File: src/rtl/mb16_acc_if.sv
// Product-in / result-out bus for the dot-product accumulator.
// The slave side belongs to the accumulator; the master side belongs to whatever
// drives products in and collects results (multiplier stage plus consumer).
interface mb16_acc_if #(
  parameter int WIDTH = 16,
  parameter int ACCW  = 40,
  parameter int LENW  = 8
);
  logic                 in_valid;
  logic                 in_ready;
  logic [2*WIDTH-1:0]   product;
  logic [LENW-1:0]      cfg_len;
  logic                 out_valid;
  logic                 out_ready;
  logic [ACCW-1:0]      acc_out;
  logic                 ovf;

  modport master (
    output in_valid, product, cfg_len, out_ready,
    input  in_ready, out_valid, acc_out, ovf
  );

  modport slave (
    input  in_valid, product, cfg_len, out_ready,
    output in_ready, out_valid, acc_out, ovf
  );
endinterface

File: src/rtl/mb16_acc.sv
// Saturating dot-product accumulator behind the 16x16 Booth multiplier stage.
// Sums cfg_len signed products per vector into an ACCW-bit accumulator and
// presents each vector result on a valid/ready port that holds under backpressure.
module mb16_acc #(
  parameter int WIDTH = 16,
  parameter int ACCW  = 40,
  parameter int LENW  = 8
) (
  input  logic         CLK,
  input  logic         RST,
  mb16_acc_if.slave    bus,
  output logic         busy
);

  localparam int PW = 2 * WIDTH;
  localparam logic [LENW-1:0] LEN_ONE = LENW'(1);

  typedef enum logic [1:0] {
    IDLE = 2'd0,
    ACC  = 2'd1,
    HOLD = 2'd2
  } state_t;

  state_t              state_r;
  state_t              state_nxt_s;
  logic [ACCW-1:0]     acc_r;
  logic [ACCW-1:0]     acc_nxt_s;
  logic                ovf_r;
  logic                ovf_nxt_s;
  logic [LENW-1:0]     cnt_r;
  logic [LENW-1:0]     cnt_nxt_s;
  logic [LENW-1:0]     len_q_r;
  logic [LENW-1:0]     len_q_nxt_s;
  logic                out_valid_r;
  logic                busy_r;

  logic                in_ready_s;
  logic                in_xfer_s;
  logic                out_xfer_s;
  logic                start_s;
  logic [ACCW-1:0]     sx_s;
  logic [LENW-1:0]     len_eff_s;
  logic [ACCW:0]       sat_s;

  // Widened add of two ACCW-bit signed values; returns {clamped, result}.
  function automatic logic [ACCW:0] sat_add(input logic [ACCW-1:0] a,
                                            input logic [ACCW-1:0] b);
    logic [ACCW:0] wide;
    wide = {a[ACCW-1], a} + {b[ACCW-1], b};
    if (wide[ACCW] != wide[ACCW-1]) begin
      if (wide[ACCW]) begin
        return {1'b1, 1'b1, {(ACCW-1){1'b0}}};
      end else begin
        return {1'b1, 1'b0, {(ACCW-1){1'b1}}};
      end
    end else begin
      return {1'b0, wide[ACCW-1:0]};
    end
  endfunction

  assign sx_s       = {{(ACCW-PW){bus.product[PW-1]}}, bus.product};
  assign len_eff_s  = (bus.cfg_len == {LENW{1'b0}}) ? LEN_ONE : bus.cfg_len;
  assign in_xfer_s  = bus.in_valid & in_ready_s;
  assign out_xfer_s = out_valid_r & bus.out_ready;
  // In HOLD an input transfer can only happen alongside the output handoff,
  // so any transfer outside ACC is the first term of a new vector.
  assign start_s    = in_xfer_s & (state_r != ACC);
  assign sat_s      = sat_add(acc_r, sx_s);

  assign bus.in_ready  = in_ready_s;
  assign bus.out_valid = out_valid_r;
  assign bus.acc_out   = acc_r;
  assign bus.ovf       = ovf_r;
  assign busy          = busy_r;

  // Input readiness: open except while a result waits on a stalled consumer.
  always_comb begin
    in_ready_s = 1'b1;
    case (state_r)
      HOLD:    in_ready_s = bus.out_ready;
      default: in_ready_s = 1'b1;
    endcase
  end

  // Next-state and datapath update for the vector FSM.
  always_comb begin
    state_nxt_s = state_r;
    acc_nxt_s   = acc_r;
    ovf_nxt_s   = ovf_r;
    cnt_nxt_s   = cnt_r;
    len_q_nxt_s = len_q_r;
    if (start_s) begin
      acc_nxt_s   = sx_s;
      ovf_nxt_s   = 1'b0;
      cnt_nxt_s   = LEN_ONE;
      len_q_nxt_s = len_eff_s;
      state_nxt_s = (len_eff_s == LEN_ONE) ? HOLD : ACC;
    end else begin
      case (state_r)
        ACC: begin
          if (in_xfer_s) begin
            acc_nxt_s = sat_s[ACCW-1:0];
            ovf_nxt_s = ovf_r | sat_s[ACCW];
            cnt_nxt_s = cnt_r + LEN_ONE;
            if ((cnt_r + LEN_ONE) == len_q_r) begin
              state_nxt_s = HOLD;
            end else begin
              state_nxt_s = ACC;
            end
          end else begin
            state_nxt_s = ACC;
          end
        end
        HOLD: begin
          if (out_xfer_s) begin
            state_nxt_s = IDLE;
          end else begin
            state_nxt_s = HOLD;
          end
        end
        IDLE:    state_nxt_s = IDLE;
        default: state_nxt_s = IDLE;
      endcase
    end
  end

  // State, datapath and registered status outputs; reset discards any vector.
  always_ff @(posedge CLK) begin
    if (!RST) begin
      state_r     <= IDLE;
      acc_r       <= {ACCW{1'b0}};
      ovf_r       <= 1'b0;
      cnt_r       <= {LENW{1'b0}};
      len_q_r     <= {LENW{1'b0}};
      out_valid_r <= 1'b0;
      busy_r      <= 1'b0;
    end else begin
      state_r     <= state_nxt_s;
      acc_r       <= acc_nxt_s;
      ovf_r       <= ovf_nxt_s;
      cnt_r       <= cnt_nxt_s;
      len_q_r     <= len_q_nxt_s;
      out_valid_r <= (state_nxt_s == HOLD);
      busy_r      <= (state_nxt_s != IDLE);
    end
  end

endmodule

File: src/flat_wrapper.sv
// flat-port wrapper written by rule: the top's interface ports become plain ports
module mb16_acc_flat 
#(
  parameter int WIDTH = 16,
  parameter int ACCW  = 40,
  parameter int LENW  = 8
)
  (CLK, RST, busy, bus_in_valid, bus_product, bus_cfg_len, bus_out_ready, bus_in_ready, bus_out_valid, bus_acc_out, bus_ovf);
  mb16_acc_if #(.WIDTH(WIDTH), .ACCW(ACCW), .LENW(LENW)) bus_i ();
  input  logic CLK;
  input  logic RST;
  output logic busy;
  input wire logic [$bits(bus_i.in_valid)-1:0] bus_in_valid;
  input wire logic [$bits(bus_i.product)-1:0] bus_product;
  input wire logic [$bits(bus_i.cfg_len)-1:0] bus_cfg_len;
  input wire logic [$bits(bus_i.out_ready)-1:0] bus_out_ready;
  output wire logic [$bits(bus_i.in_ready)-1:0] bus_in_ready;
  output wire logic [$bits(bus_i.out_valid)-1:0] bus_out_valid;
  output wire logic [$bits(bus_i.acc_out)-1:0] bus_acc_out;
  output wire logic [$bits(bus_i.ovf)-1:0] bus_ovf;
  assign bus_i.in_valid = bus_in_valid;
  assign bus_i.product = bus_product;
  assign bus_i.cfg_len = bus_cfg_len;
  assign bus_i.out_ready = bus_out_ready;
  assign bus_in_ready = bus_i.in_ready;
  assign bus_out_valid = bus_i.out_valid;
  assign bus_acc_out = bus_i.acc_out;
  assign bus_ovf = bus_i.ovf;
  mb16_acc #(.WIDTH(WIDTH), .ACCW(ACCW), .LENW(LENW)) u_core (.CLK(CLK), .RST(RST), .bus(bus_i), .busy(busy));
endmodule
File: config.mk
export PLATFORM = sky130hd
export DESIGN_NAME = mb16_acc_flat
export DESIGN_NICKNAME = d
export VERILOG_FILES = /design/src/rtl/mb16_acc_if.sv /design/src/rtl/mb16_acc.sv /design/src/flat_wrapper.sv
export SDC_FILE = /design/constraint.sdc
export NUM_CORES = 1
export LEC_CHECK = 0
export ABC_AREA = 1
export BUFFER_PORTS_ARGS = -buffer_cell sky130_fd_sc_hd__buf_4
export CORE_MARGIN = 10
export CORE_UTILIZATION = 59
export CTS_CLUSTER_SIZE = 10
export DETAILED_ROUTE_END_ITERATION = 6
export GPL_TIMING_DRIVEN = 0
export HOLD_SLACK_MARGIN = 0.02
export PLACE_DENSITY = 0.82
export SETUP_SLACK_MARGIN = 0.05
export SLEW_MARGIN = 10
export SYNTH_ARGS = -nofsm -noshare
export SYNTH_HDL_FRONTEND = slang
export SYNTH_SLANG_ARGS = --single-unit
export TNS_END_PERCENT = 100
File: constraint.sdc
create_clock -name CLK -period 4.2 [get_ports CLK]
set_input_delay 0.63 -clock CLK [delete_from_list [all_inputs] [get_ports CLK]]
set_output_delay 0.63 -clock CLK [all_outputs]
set_load 0.02 [all_outputs]
==> impl_results.rst <==
.. list-table::
   :header-rows: 1

   * - Metric
     - Value
   * - Mean number of vias per cell
     - 5.58
   * - Post-synthesis adder-cell area fraction
     - 9.69%
   * - Routability Congestion
     - approximately 1.0
   * - Highest attainable clock frequency
     - slightly below 300 MHz
   * - Worst-case clock buffer depth
     - 2
   * - Delay contributed by the slowest stage of the critical path
     - 0.71 ns
   * - Total Routed Length
     - approximately 20 mm
   * - Maximum number of pins on one net before global-route repair
     - 13
   * - Global-route wire length before repair
     - approximately 32 mm
   * - Power consumption
     - 2.27 mW
   * - Post-CTS clock slew at the launch and capture registers of the worst setup and hold paths
     - approximately 0.090 ns
   * - Area of combinational cells with multiple inputs
     - 4030 um^2
   * - Fraction of the mapped netlist area in simple logic gates
     - about two fifths
   * - Fraction of synthesized area in multiplexers
     - 0%
   * - Min Tclk post-route
     - ~3.4 ns
   * - Sequential cell area in the final layout
     - between 1000 and 1500 um^2
   * - WS Path Type
     - flop to flop
   * - Run status
     - complete, no violations
   * - Cell Area, Synth
     - between 5000 and 6000 um^2
   * - Half-perimeter wire length after detailed placement
     - 16.1 mm
   * - Critical Path RT
     - 4.44 ns
   * - DRC violation count after routing
     - 0
   * - FF+latch count, synth
     - between 60 and 70
   * - Post-CTS Repair Setup Buffers
     - 0
   * - Worst flop-to-flop path startpoint
     - u_core.bus.acc_out[0]$_SDFFE_PN0P_
   * - Switching part of the total power
     - between 40% and 50%
   * - Sequential fraction of design power
     - approximately 30%
   * - RSZ-0062 raised after global routing
     - no
   * - Cell-internal power
     - around 1.3 mW
   * - Xor-xnor portion of the synthesized cell area
     - ~5.6%
   * - Number of top-level pins
     - 88
   * - Initial DRC count
     - roughly 670
   * - Num CTS Buffers
     - 9
   * - Post-Synthesis Mean Instance Area
     - 5.86 um^2
   * - Worst-case register-to-register setup slack
     - 0.79 ns
   * - Synth area leaders
     - nand2_1, dfxtp_1, ha_1, nor2_1, a21oi_1
   * - Net count of the finished layout
     - between 1,000 and 1,500
   * - Proportion of layout cells with a drive suffix above 1
     - 12.2%
   * - Number of enable flip-flop cells after synthesis
     - 0
   * - Layout overhead on the synthesized area
     - 17.5%
   * - Top flip-flop cell by instance count after synthesis
     - dfxtp_1
   * - First-pass iteration count of the detailed router
     - 5
   * - Die height
     - approximately 120 um
   * - Depth of the worst register-to-register path
     - 15
   * - Standby leakage power
     - approximately 3.6 nW
   * - Final count of pins violating max slew
     - 0
   * - Global-route usage over all layers
     - between 20% and 30%
   * - CTS tree
     - built
   * - CP Capture Type
     - flop
   * - Maximum level of the CTS H-tree
     - 3
   * - Main combinational cell family by area after synthesis
     - simple AND/OR/NAND/NOR gates
   * - Via total after detailed routing
     - 6,801
   * - Share of synthesized area occupied by flip-flops and latches
     - between 20% and 30%
   * - Buffer type at the clock tree root
     - clkbuf_8
   * - Worst setup path endpoint
     - u_core.bus.acc_out[26]$_SDFFE_PN0P_
   * - Critical path peak fanout
     - 5
   * - Total grt overflow
     - 0
   * - CTS hold repair buffers
     - 0
   * - Gate power share
     - about 45%
   * - Number of gates given a new drive strength after cts
     - 0
   * - Port-buffer cells
     - 86
   * - Clock tree skew after final layout
     - approximately 0.013 ns
   * - Synthesis warning total
     - 0
   * - Width of the chip
     - between 100 and 150 um
   * - Core footprint
     - ~9600 um^2
   * - Cell types with the highest counts after synthesis
     - nand2_1, nor2_1, inv_1
   * - Max_slew headroom
     - 42.9%
   * - Detail Route Antenna Nets
     - 0
   * - Filler Cells Inserted
     - between 900 and 1,000
   * - Capture instance of the worst register-to-register path
     - u_core.bus.acc_out[26]$_SDFFE_PN0P_
   * - Psw
     - 0.992 mW
   * - Later-pin clock latency in the skew report
     - approximately 0.37 ns
   * - Routed wire per std cell
     - between 15 and 20 um
   * - Worst setup path startpoint
     - u_core.bus.acc_out[0]$_SDFFE_PN0P_
   * - Transition time of the tightest slew-check pin
     - 0.848 ns
   * - Proportion of netlist area held by the largest area contributor
     - around 22%
   * - Number of clock sinks
     - 61
   * - Cell Chain, Critical Path
     - ha_1, inv_1, fa_1, inv_1, nand3_1, nand2_1, a21oi_1, o21ai_0, a21oi_1, inv_1, nand2_1, nand3_1, nand2_1, a21oi_1, nor2_1
   * - Fraction of registers with async set/reset
     - 0%
   * - ANT cells
     - 0
   * - Proportion of power drawn by the clock network
     - about a quarter
   * - Row count
     - 36
   * - Type of the tightest min-delay check
     - flop to flop
   * - Maximum vdd drop
     - 0.000251 V
   * - Start point of the worst min-delay path
     - u_core.len_q_r[6]$_SDFFE_PN0P_
   * - Post-synth cell types
     - 40
   * - Share of the synthesized area in compound gates (AO/OA/AOI/OAI)
     - 15.1%
   * - Type of origin of the critical path
     - flop
   * - Power Density
     - roughly 340 nW/um^2
   * - Number of global-route vias before repair
     - roughly 6,200
   * - Total Negative Setup Slacks
     - 0 ns
   * - Cell with the most instances after synthesis
     - nand2_1
   * - Number of max-capacitance violations reported
     - 0
   * - Worst EP arrival
     - about 3.7 ns
   * - Slowest library cell on the worst path
     - o21ai_0
   * - Syn Inst Count
     - around 980
   * - Number of endpoints with negative hold slack in the final report
     - 0
   * - Post-route clock period utilization
     - about four fifths
   * - Number of antenna violations at the first check in global routing
     - 0
   * - Synth Net Count
     - about 1,100
   * - Die footprint
     - between 10,000 and 15,000 um^2
   * - Library cell with the largest summed area after synthesis
     - nand2_1
   * - Count of final setup violators
     - 0
   * - Starting Density
     - between 50 and 60%
flip-flops by register name, summed over array words and instances (netlist names):
register,cells
u_core.bus.acc_out,40
u_core.bus.out_valid,1
u_core.bus.ovf,1
u_core.busy,1
u_core.cnt_r,8
u_core.len_q_r,8
u_core.state_r,2
cell usage in the layout, fill, tap and decap left out, drive strengths merged:
cell,instances
a21o,3
o221ai,1
o211ai,1
or4,1
clkbuf,26
a22o,8
o21ai,41
buf,91
nor3,16
and2,1
nand4,10
ha,43
nor4,3
o22ai,1
nand3,50
fa,1
dfxtp,61
nand2,349
a31oi,4
inv,108
xor2,26
o21a,3
or2,2
a31o,1
a21oi,84
o21bai,7
nor2,124
xnor2,11
clkinv,6
nand3b,1
bufinv,1
how the worst min path moves through the flow:
| stage | end | slack [ns] | cells after the start |
|---|---|---|---|
| global placement | u_core.len_q_r[6]$_SDFFE_PN0P_ | 0.46 | 2 |
| detailed placement | u_core.len_q_r[6]$_SDFFE_PN0P_ | 0.46 | 2 |
| global route | u_core.len_q_r[6]$_SDFFE_PN0P_ | 0.49 | 2 |
| finish | u_core.len_q_r[6]$_SDFFE_PN0P_ | 0.48 | 2 |
| floorplan | u_core.len_q_r[6]$_SDFFE_PN0P_ | 0.44 | 2 |
| CTS | u_core.len_q_r[6]$_SDFFE_PN0P_ | 0.47 | 2 |
critical path, delay by kind of cell, from the launching register on:
kind	cells	cell delay, ns
simple gates	6	0.59
buf+inv	3	0.33
compound gates	4	1.28
fa+ha+maj	2	0.68
flops	1	0.39
area by class of cell:
class,instances,area share (%)
inverter,108,5.99
clock inverter,7,1.11
buffer,22,1.57
multi-input combinational,792,59.5
tap,133,2.46
clock buffer,9,1.83
sequential,61,18.0
timing repair buffer,86,9.53
per-layer routing:
metal	global-route usage (%)	vias up	routed length, um
li1	-	3368	-
met1	35.1	3033	8590
met2	45.3	355	9160
met3	5.72	45	1870
met4	10.2	0	544
met5	0	-	0
metrics by stage:
step / area [um^2] / hold slack, ns / cells / setup WS [ns] / utilization (%)
global route: 6770 / 0.491 / 1218 / 0.653 / 70.2
finish: 6770 / 0.476 / 1218 / 0.793 / 70.2
floorplan: 5760 / 0.445 / 983 / 1.46 / -
CTS: 6770 / 0.475 / 1218 / 0.938 / 70.2
detailed placement: 6570 / 0.464 / 1202 / 0.635 / 68.2
global placement: 6570 / 0.457 / 1202 / 0.682 / 68.2
cells by family (layout without fill, tap and decap cells):
family | count (synthesis) | after routing
AO/OA/AOI/OAI | 154 | 154
XOR/XNOR | 37 | 37
adder cells (fa/ha/maj) | 44 | 44
buffers and inverters | 130 | 232
flip-flops | 61 | 61
AND/OR/NAND/NOR | 557 | 557
power by group through the flow:
| stage | clock network [mW] | logic (mW) | registers, mW |
|---|---|---|---|
| after floorplan | 0 | 0.644 | 0.737 |
| after global placement | 0 | 0.985 | 0.694 |
| after detailed placement | 0 | 0.994 | 0.696 |
| after global routing | 0.590 | 1.12 | 0.691 |
| after CTS | 0.567 | 1.00 | 0.683 |
| final | 0.568 | 1.02 | 0.686 |
Power figures use the tool's default switching activity.
